--- src/rtl/bus_arbiter.sv ---
// bus_arbiter: round-robin bus arbiter with one-cycle grant, transaction tracking and watchdog abort.
module bus_arbiter #(
  parameter int NR_MASTERS    = 4,
  parameter int BEGIN_TIMEOUT = 16,
  parameter int BUS_TIMEOUT   = 1024
) (
  input  logic                  clock,
  input  logic                  reset,
  input  logic [NR_MASTERS-1:0] busRequests,
  output logic [NR_MASTERS-1:0] busGrants,
  input  logic                  beginTransactionIn,
  input  logic                  endTransactionIn,
  input  logic                  dataValidIn,
  input  logic                  busErrorIn,
  output logic                  busErrorOut,
  output logic                  endTransactionOut,
  output logic [3:0]            activeMaster,
  output logic                  busBusy
);
  localparam int MAX_T = BEGIN_TIMEOUT > BUS_TIMEOUT ? BEGIN_TIMEOUT : BUS_TIMEOUT;
  localparam int CW = $clog2(MAX_T) + 1;
  typedef enum logic [2:0] {IDLE, GRANT, WAIT_BEGIN, BUSY, ABORT} state_t;
  state_t state;
  logic [CW-1:0] cnt, cnt_inc;
  logic [3:0] pick;
  logic found;
  logic [4:0] idx;
  logic [NR_MASTERS-1:0] sh;
  assign cnt_inc = &cnt ? cnt : cnt + CW'(1);
  // scan activeMaster+1, +2, ... so the last served master ends up with lowest priority
  always_comb begin
    pick = activeMaster;
    found = 1'b0;
    idx = '0;
    sh = '0;
    for (int k = 1; k <= NR_MASTERS; k++) begin
      idx = {1'b0, activeMaster} + 5'(k);
      idx = idx >= 5'(NR_MASTERS) ? idx - 5'(NR_MASTERS) : idx;
      sh = busRequests >> idx;
      if (!found && sh[0]) begin
        pick = idx[3:0];
        found = 1'b1;
      end
    end
  end
  always_ff @(posedge clock or posedge reset) begin
    if (reset) begin
      state <= IDLE;
      busGrants <= '0;
      busErrorOut <= 1'b0;
      endTransactionOut <= 1'b0;
      activeMaster <= 4'(NR_MASTERS - 1);
      busBusy <= 1'b0;
      cnt <= '0;
    end else begin
      busGrants <= '0;
      busErrorOut <= 1'b0;
      endTransactionOut <= 1'b0;
      case (state)
        IDLE: if (found) begin
          activeMaster <= pick;
          busGrants <= NR_MASTERS'(1) << pick;
          busBusy <= 1'b1;
          state <= GRANT;
        end
        GRANT: begin
          cnt <= '0;
          state <= WAIT_BEGIN;
        end
        WAIT_BEGIN: if (beginTransactionIn) begin
          cnt <= '0;
          state <= BUSY;
        end else if (cnt == CW'(BEGIN_TIMEOUT - 1)) begin
          busBusy <= 1'b0;
          state <= IDLE;
        end else cnt <= cnt_inc;
        // end/error beats the watchdog when both land in the same cycle
        BUSY: if (endTransactionIn || busErrorIn) begin
          busBusy <= 1'b0;
          state <= IDLE;
        end else if (dataValidIn) cnt <= '0;
        else if (cnt == CW'(BUS_TIMEOUT - 1)) begin
          busErrorOut <= 1'b1;
          endTransactionOut <= 1'b1;
          state <= ABORT;
        end else cnt <= cnt_inc;
        default: begin
          busBusy <= 1'b0;
          state <= IDLE;
        end
      endcase
    end
  end
endmodule

--- config.mk ---
export PLATFORM = sky130hd
export DESIGN_NAME = bus_arbiter
export DESIGN_NICKNAME = d
export VERILOG_FILES = /design/src/rtl/bus_arbiter.sv
export SDC_FILE = /design/constraint.sdc
export NUM_CORES = 1
export LEC_CHECK = 0
export ABC_AREA = 1
export BUFFER_PORTS_ARGS = -buffer_cell sky130_fd_sc_hd__buf_2
export CORE_MARGIN = 3
export CORE_UTILIZATION = 30
export CTS_BUF_LIST = sky130_fd_sc_hd__clkbuf_16
export DETAILED_ROUTE_END_ITERATION = 16
export GPL_TIMING_DRIVEN = 0
export PLACE_DENSITY = 0.51
export SLEW_MARGIN = 20
export SYNTH_ARGS = -nofsm -noshare
export SYNTH_HDL_FRONTEND = slang
export SYNTH_SLANG_ARGS = --single-unit
--- constraint.sdc ---
create_clock -name clock -period 6 [get_ports clock]
set_input_delay 1.2 -clock clock [delete_from_list [all_inputs] [get_ports clock]]
set_output_delay 1.2 -clock clock [all_outputs]
set_load 0.02 [all_outputs]
==> impl_metrics.json, run 1 <==
{
  "port_buffers": 20,
  "powerDensity_nw_per_um2": 243,
  "fmax_mhz": 378,
  "maxCapViolCount": 0,
  "slew_headroom_pct": 38.1,
  "min_to": "busBusy",
  "synth.area.top_cells": "dfrtp_1 26%, nand2_1 23%, ha_1 10%",
  "worstPathMaxFanout": 12,
  "worstHoldStart": "busBusy",
  "first_pass_iters": 4,
  "postCtsSetupRepairBufs": 0,
  "drive_above_1_share_pct": 12.6,
  "grt_pass1_vias": 1984,
  "rows": 29,
  "syn_area_per_cell_um2": 6.34,
  "diodes": 0,
  "final_cells": 451,
  "yosysTopAreaCell": "dfrtp_1",
  "nets": 386,
  "finalSetupViolCount": 0,
  "reg2reg_to": "busGrants[3]",
  "cp.arrival_ns": 2.80,
  "die_area_um2": 8100,
  "hold_depth": 2,
  "syn_area_um2": 2120,
  "place_congestion": 0.802,
  "io_pins": 21,
  "yosys.area.top_type_share_pct": 26.0,
  "worstSetupStartpointType": "flip-flop",
  "setup_tns_ns": 0,
  "worst_pin_slew_ns": 0.927,
  "period_share_pct": 44.1,
  "setup_ws_ns": 3.35,
  "slew_viol_final": 0,
  "syn_nets": 361,
  "ant_nets": 0,
  "r2r_cells": 19,
  "wl_um": 4930,
  "post_cts_resized": 0,
  "clockRootBuffer": "clkbuf_16",
  "post_drt_wl_per_cell_um": 10.9,
  "first_iter_violations": 97,
  "cts-hold-fix-buffers": 0,
  "via_count": 2087,
  "die_height_um": 90.0,
  "drc": 0,
  "dp_slack_ns": 3.34,
  "gr-total-overflow": 0,
  "synth_seq_area_share_pct": 28.5,
  "total_power_mw": 0.592,
  "die_x_um": 90.0,
  "syn_inst": 334,
  "rsz0062_at_grt": "false",
  "clock_skew_ns": 0.00483,
  "yosysWarningCount": 0,
  "clock_sinks": 24,
  "peakVddDrop_mv": 0.113,
  "worstReg2RegStart": "activeMaster[1]",
  "dp.cells": 447,
  "synth_cell_types": 26,
  "grtUsageTotal_pct": 12.9,
  "criticalPathCategory": "reg2reg",
  "hpwlAfterDp_um": 3860,
  "hold_path_class": "reg2reg",
  "antenna_found_initial": 0,
  "grt_max_degree": 25,
  "syn_to_final_growth_pct": 15.2,
  "worstSkewPairLatency_ns": 0.26,
  "fin_util_pct": 36.9,
  "cts_max_level": 1,
  "cts-buffers-inserted": 3,
  "hold_viol": 0,
  "initial_core_util_pct": 32.1,
  "required_ns": 6.15,
  "p_leak_nw": 1.37,
  "via_per_inst": 4.63,
  "cts.path.max_buffers": 2,
  "endpoint_kind": "flip-flop",
  "ys_ff_latch": 24,
  "cts.clk_slew.worst_paths_ns": 0.06,
  "period_needed_ns": 2.65,
  "reg2reg_slack_ns": 3.35,
  "core_um2": 6600,
  "cts_tree": "yes",
  "grt_first_pass_wirelength_um": 9020,
  "status": "finished, final reports clean"
}
-- report_power, final --
group,switching [mW],leakage (nW),internal (mW)
logic,0.149,1.01,0.0627
clock network,0.0621,0.0511,0.133
registers,0.0120,0.313,0.174
total,0.223,1.37,0.369
-- metrics by stage --
step | hold WS (ns) | cell area [um^2]
6_report | 0.466 | 2440
5_1_grt | 0.538 | 2440
4_1_cts | 0.477 | 2440
3_5_place_dp | 0.460 | 2330
3_3_place_gp | 0.455 | 2330
2_1_floorplan | 0.492 | 2120
-- cell usage after synthesis, drive strengths merged --
library cell and instances:
nand4 13, inv 48, nor2 32, o21ai 10
ha 17, dfstp 2, xor2 5, dfrtp 22
o22ai 2, buf 4, clkinv 1, nand3 34
a21oi 4, nor3 10, nand2 130
-- state kept, by name (all words and copies together) (netlist names) --
name and flops:
cnt 11, activeMaster 4, busGrants 4, state 3
busBusy 1, endTransactionOut 1
-- area by class of cell --
cell class	count	area, um^2
Fill cell	735	4170
Multi-Input combinational cell	257	1300
Sequential cell	24	603
Inverter	49	184
Tap cell	93	116
Timing Repair Buffer	20	100
Clock buffer	3	75.1
Buffer	4	31.3
Clock inverter	1	30.0
-- worst max-delay path, cell delays in order, from the launching register on --
cell,delay [ns]
dfstp_2,0.66
inv_1,0.16
ha_1,0.23
nand2_1,0.08
nand2_1,0.05
nand2_1,0.05
nand2_1,0.10
ha_1,0.21
inv_1,0.05
nand3_1,0.07
nand2_1,0.08
inv_1,0.03
nand2_1,0.04
nand2_1,0.08
nand2_1,0.14
inv_1,0.07
nor2_1,0.15
nand3_1,0.11
nand2_1,0.12
nor2_1,0.06
-- per-layer routing --
| metal | part of all wire (%) | GRT usage, % | vias up |
|---|---|---|---|
| met5 | 0 | 0 | - |
| met4 | 0.28 | 1.40 | 0 |
| met3 | 2.4 | 2.42 | 4 |
| met2 | 46 | 21.5 | 27 |
| met1 | 52 | 17.9 | 951 |
| li1 | - | - | 1105 |
-- placed cells by master, fill, tap and decap left out, types with 3 or more instances in the layout --
cell type,n
a21oi_1,4
buf_2,21
clkbuf_16,3
dfrtp_1,22
ha_1,17
inv_1,41
inv_2,7
nand2_1,128
nand3_1,32
nand4_1,13
nor2_1,31
nor3_1,8
o21ai_0,8
xor2_1,5
-- worst max path at each step --
stage	from	to	slack (ns)
detailed placement	activeMaster[1]	busGrants[3]	3.34
finish	activeMaster[1]	busGrants[3]	3.35
floorplan	activeMaster[1]	busGrants[2]	3.64
CTS	activeMaster[1]	busGrants[3]	3.32
global route	activeMaster[1]	busBusy	3.03
global placement	activeMaster[1]	busGrants[2]	3.39
-- kinds of logic (layout without fill, tap and decap cells) --
kind of cell	after synthesis	count (layout)	synth area share, %
AOI/OAI and AO/OA	16	16	4.43
buffers and inverters	53	77	10.2
and+or+nand+nor	219	219	44.8
adders and majority gates	17	17	10.0
DFF	24	24	28.5
xor gates and xnor gates	5	5	2.07
Note: power is estimated with default switching activity, not from simulation.
==> run 2: changes to the inputs <==
- PLACE_DENSITY: 0.51 -> 0.53
- clock period: 6 -> 2.2 ns (I/O delays scaled with it)
==> run 2 against run 1 <==
  * The flow now finishes with violations (setup timing)
  * Cell area up 16%
  * Wire length up 9.0%
  * First-iteration DRC count down 26%
  * Via count up 1.3%
  * Sequential cell count unchanged
  * Largest cell class unchanged
  * Die area unchanged
  * Maximum frequency up 13%
  * Utilization up 5.9 points
==> impl_metrics.json, run 2 (synthesis results as in run 1) <==
{
  "antenna_found_initial": 0,
  "postPlaceCellArea_um2": 2420,
  "grt_first_pass_wirelength_um": 9240,
  "place_congestion": 0.783,
  "clockRootBuffer": "clkbuf_16",
  "clock_skew_ns": 0.00558,
  "multi_input_area_um2": 1560,
  "finalSetupViolCount": 10,
  "hold_path_class": "in2async",
  "cts-buffers-inserted": 3,
  "fmax_mhz": 427,
  "syn_to_final_growth_pct": 33.6,
  "first_pass_iters": 4,
  "violations": "setup timing",
  "powerDensity_nw_per_um2": 565,
  "worstSetupStartpointType": "flip-flop",
  "cts_max_level": 1,
  "hold_viol": 0,
  "slew_viol_final": 0,
  "peakVddDrop_mv": 0.291,
  "regMostFlops": "cnt",
  "criticalPathCategory": "reg2reg",
  "final_cell_mix": "103 x nand2_1, 32 x inv_1, 26 x nor2_1",
  "finalInstanceArea_um2": 2830,
  "nets": 399,
  "worst_pin_slew_ns": 0.960,
  "drc": 0,
  "via_count": 2114,
  "p_leak_nw": 1.48,
  "endpoint_kind": "flip-flop",
  "regArea_um2": 608,
  "setup_tns_ns": -1.03,
  "drive_above_1_share_pct": 31.0,
  "port_buffers": 20,
  "fin_util_pct": 42.8,
  "dp_slack_ns": -0.241,
  "maxCapViolCount": 0,
  "grtUsageTotal_pct": 13.2,
  "via_per_inst": 4.56,
  "initial_core_util_pct": 32.1,
  "cts.clk_slew.worst_paths_ns": 0.07,
  "dp.cells": 447,
  "post_drt_wl_per_cell_um": 11.6,
  "grt_max_degree": 25,
  "worstPathMaxFanout": 5,
  "diodes": 0,
  "cts.path.max_buffers": 2,
  "gr-total-overflow": 0,
  "cts-hold-fix-buffers": 0,
  "slew_headroom_pct": 36.0,
  "required_ns": 2.36,
  "cp.arrival_ns": 2.51,
  "rsz0062_at_grt": "true",
  "ant_nets": 0,
  "setup_ws_ns": -0.145,
  "die_area_um2": 8100,
  "wl_um": 5370,
  "die_height_um": 90.0,
  "grt_pass1_vias": 2007,
  "holdWs_ns": 0.387,
  "cts_tree": "yes",
  "final_cells": 464,
  "largest_reg_flops": 11,
  "first_iter_violations": 72,
  "status": "complete, but fails checks",
  "core_um2": 6600,
  "die_x_um": 90.0,
  "layout_commonest_cell": "nand2_1",
  "period_share_pct": 107,
  "top_regs": "cnt: 11 flops, activeMaster: 4 flops, busGrants: 4 flops",
  "total_power_mw": 1.60,
  "hpwlAfterDp_um": 3850,
  "rows": 29,
  "worstSkewPairLatency_ns": 0.26,
  "clock_sinks": 24,
  "period_needed_ns": 2.34,
  "nFillCells": 677,
  "io_pins": 21
}
-- run 2: cell type report --
| type | count | share of cell area (%) |
|---|---|---|
| buffer | 4 | 1.11 |
| clock buffer | 3 | 2.65 |
| clock inverter | 1 | 1.06 |
| inverter | 49 | 6.86 |
| multi-input combinational | 257 | 55.2 |
| sequential | 24 | 21.5 |
| tap | 93 | 4.11 |
| timing repair buffer | 33 | 7.56 |
-- run 2: path summary, 6_finish.rpt --
kind	depth (start not counted)	to	slack (ns)	start
min	2	state[1]	0.39	reset
min in group clock	2	busBusy	0.48	busBusy
min reg2reg	2	busBusy	0.48	busBusy
max in group asynchronous	2	activeMaster[2]	1.17	reset
max	19	busGrants[1]	-0.14	activeMaster[1]
max reg2reg	19	busGrants[1]	-0.14	activeMaster[1]
-- run 2: report_power, final --
group / internal [mW] / switching [mW]
registers: 0.474 / 0.0328
logic: 0.171 / 0.391
clock network: 0.362 / 0.169
total: 1.01 / 0.593
-- run 2: critical path, stage by stage (launching register included) --
cell     delay [ns]
dfstp_4        0.70
inv_6          0.06
ha_4           0.16
nand2_4        0.06
nand2_2        0.05
nand2_2        0.07
nand2_4        0.08
ha_4           0.16
inv_2          0.04
nand3_2        0.06
nand2_1        0.07
inv_1          0.05
nand2_2        0.05
nand2_2        0.07
nand2_4        0.09
nand4_1        0.15
nand2_2        0.15
inv_4          0.07
nand2_4        0.08
nor2_2         0.03
-- run 2: timing repair --
item | 4_1_cts | 5_1_grt
setup buffers | 8 | 5
endpoints found under the setup margin | 10 | 10
pin swaps | 13 | 19
gates resized for setup | 29 | 26
-- run 2: routing by layer --
metal  global-route usage, %  vias to the layer above  wire (um)
li1                        -                     1138          -
met1                    18.3                      954       2710
met2                    22.4                       20       2530
met3                    2.09                        2        103
met4                    1.40                        0         19
met5                       0                        -          0
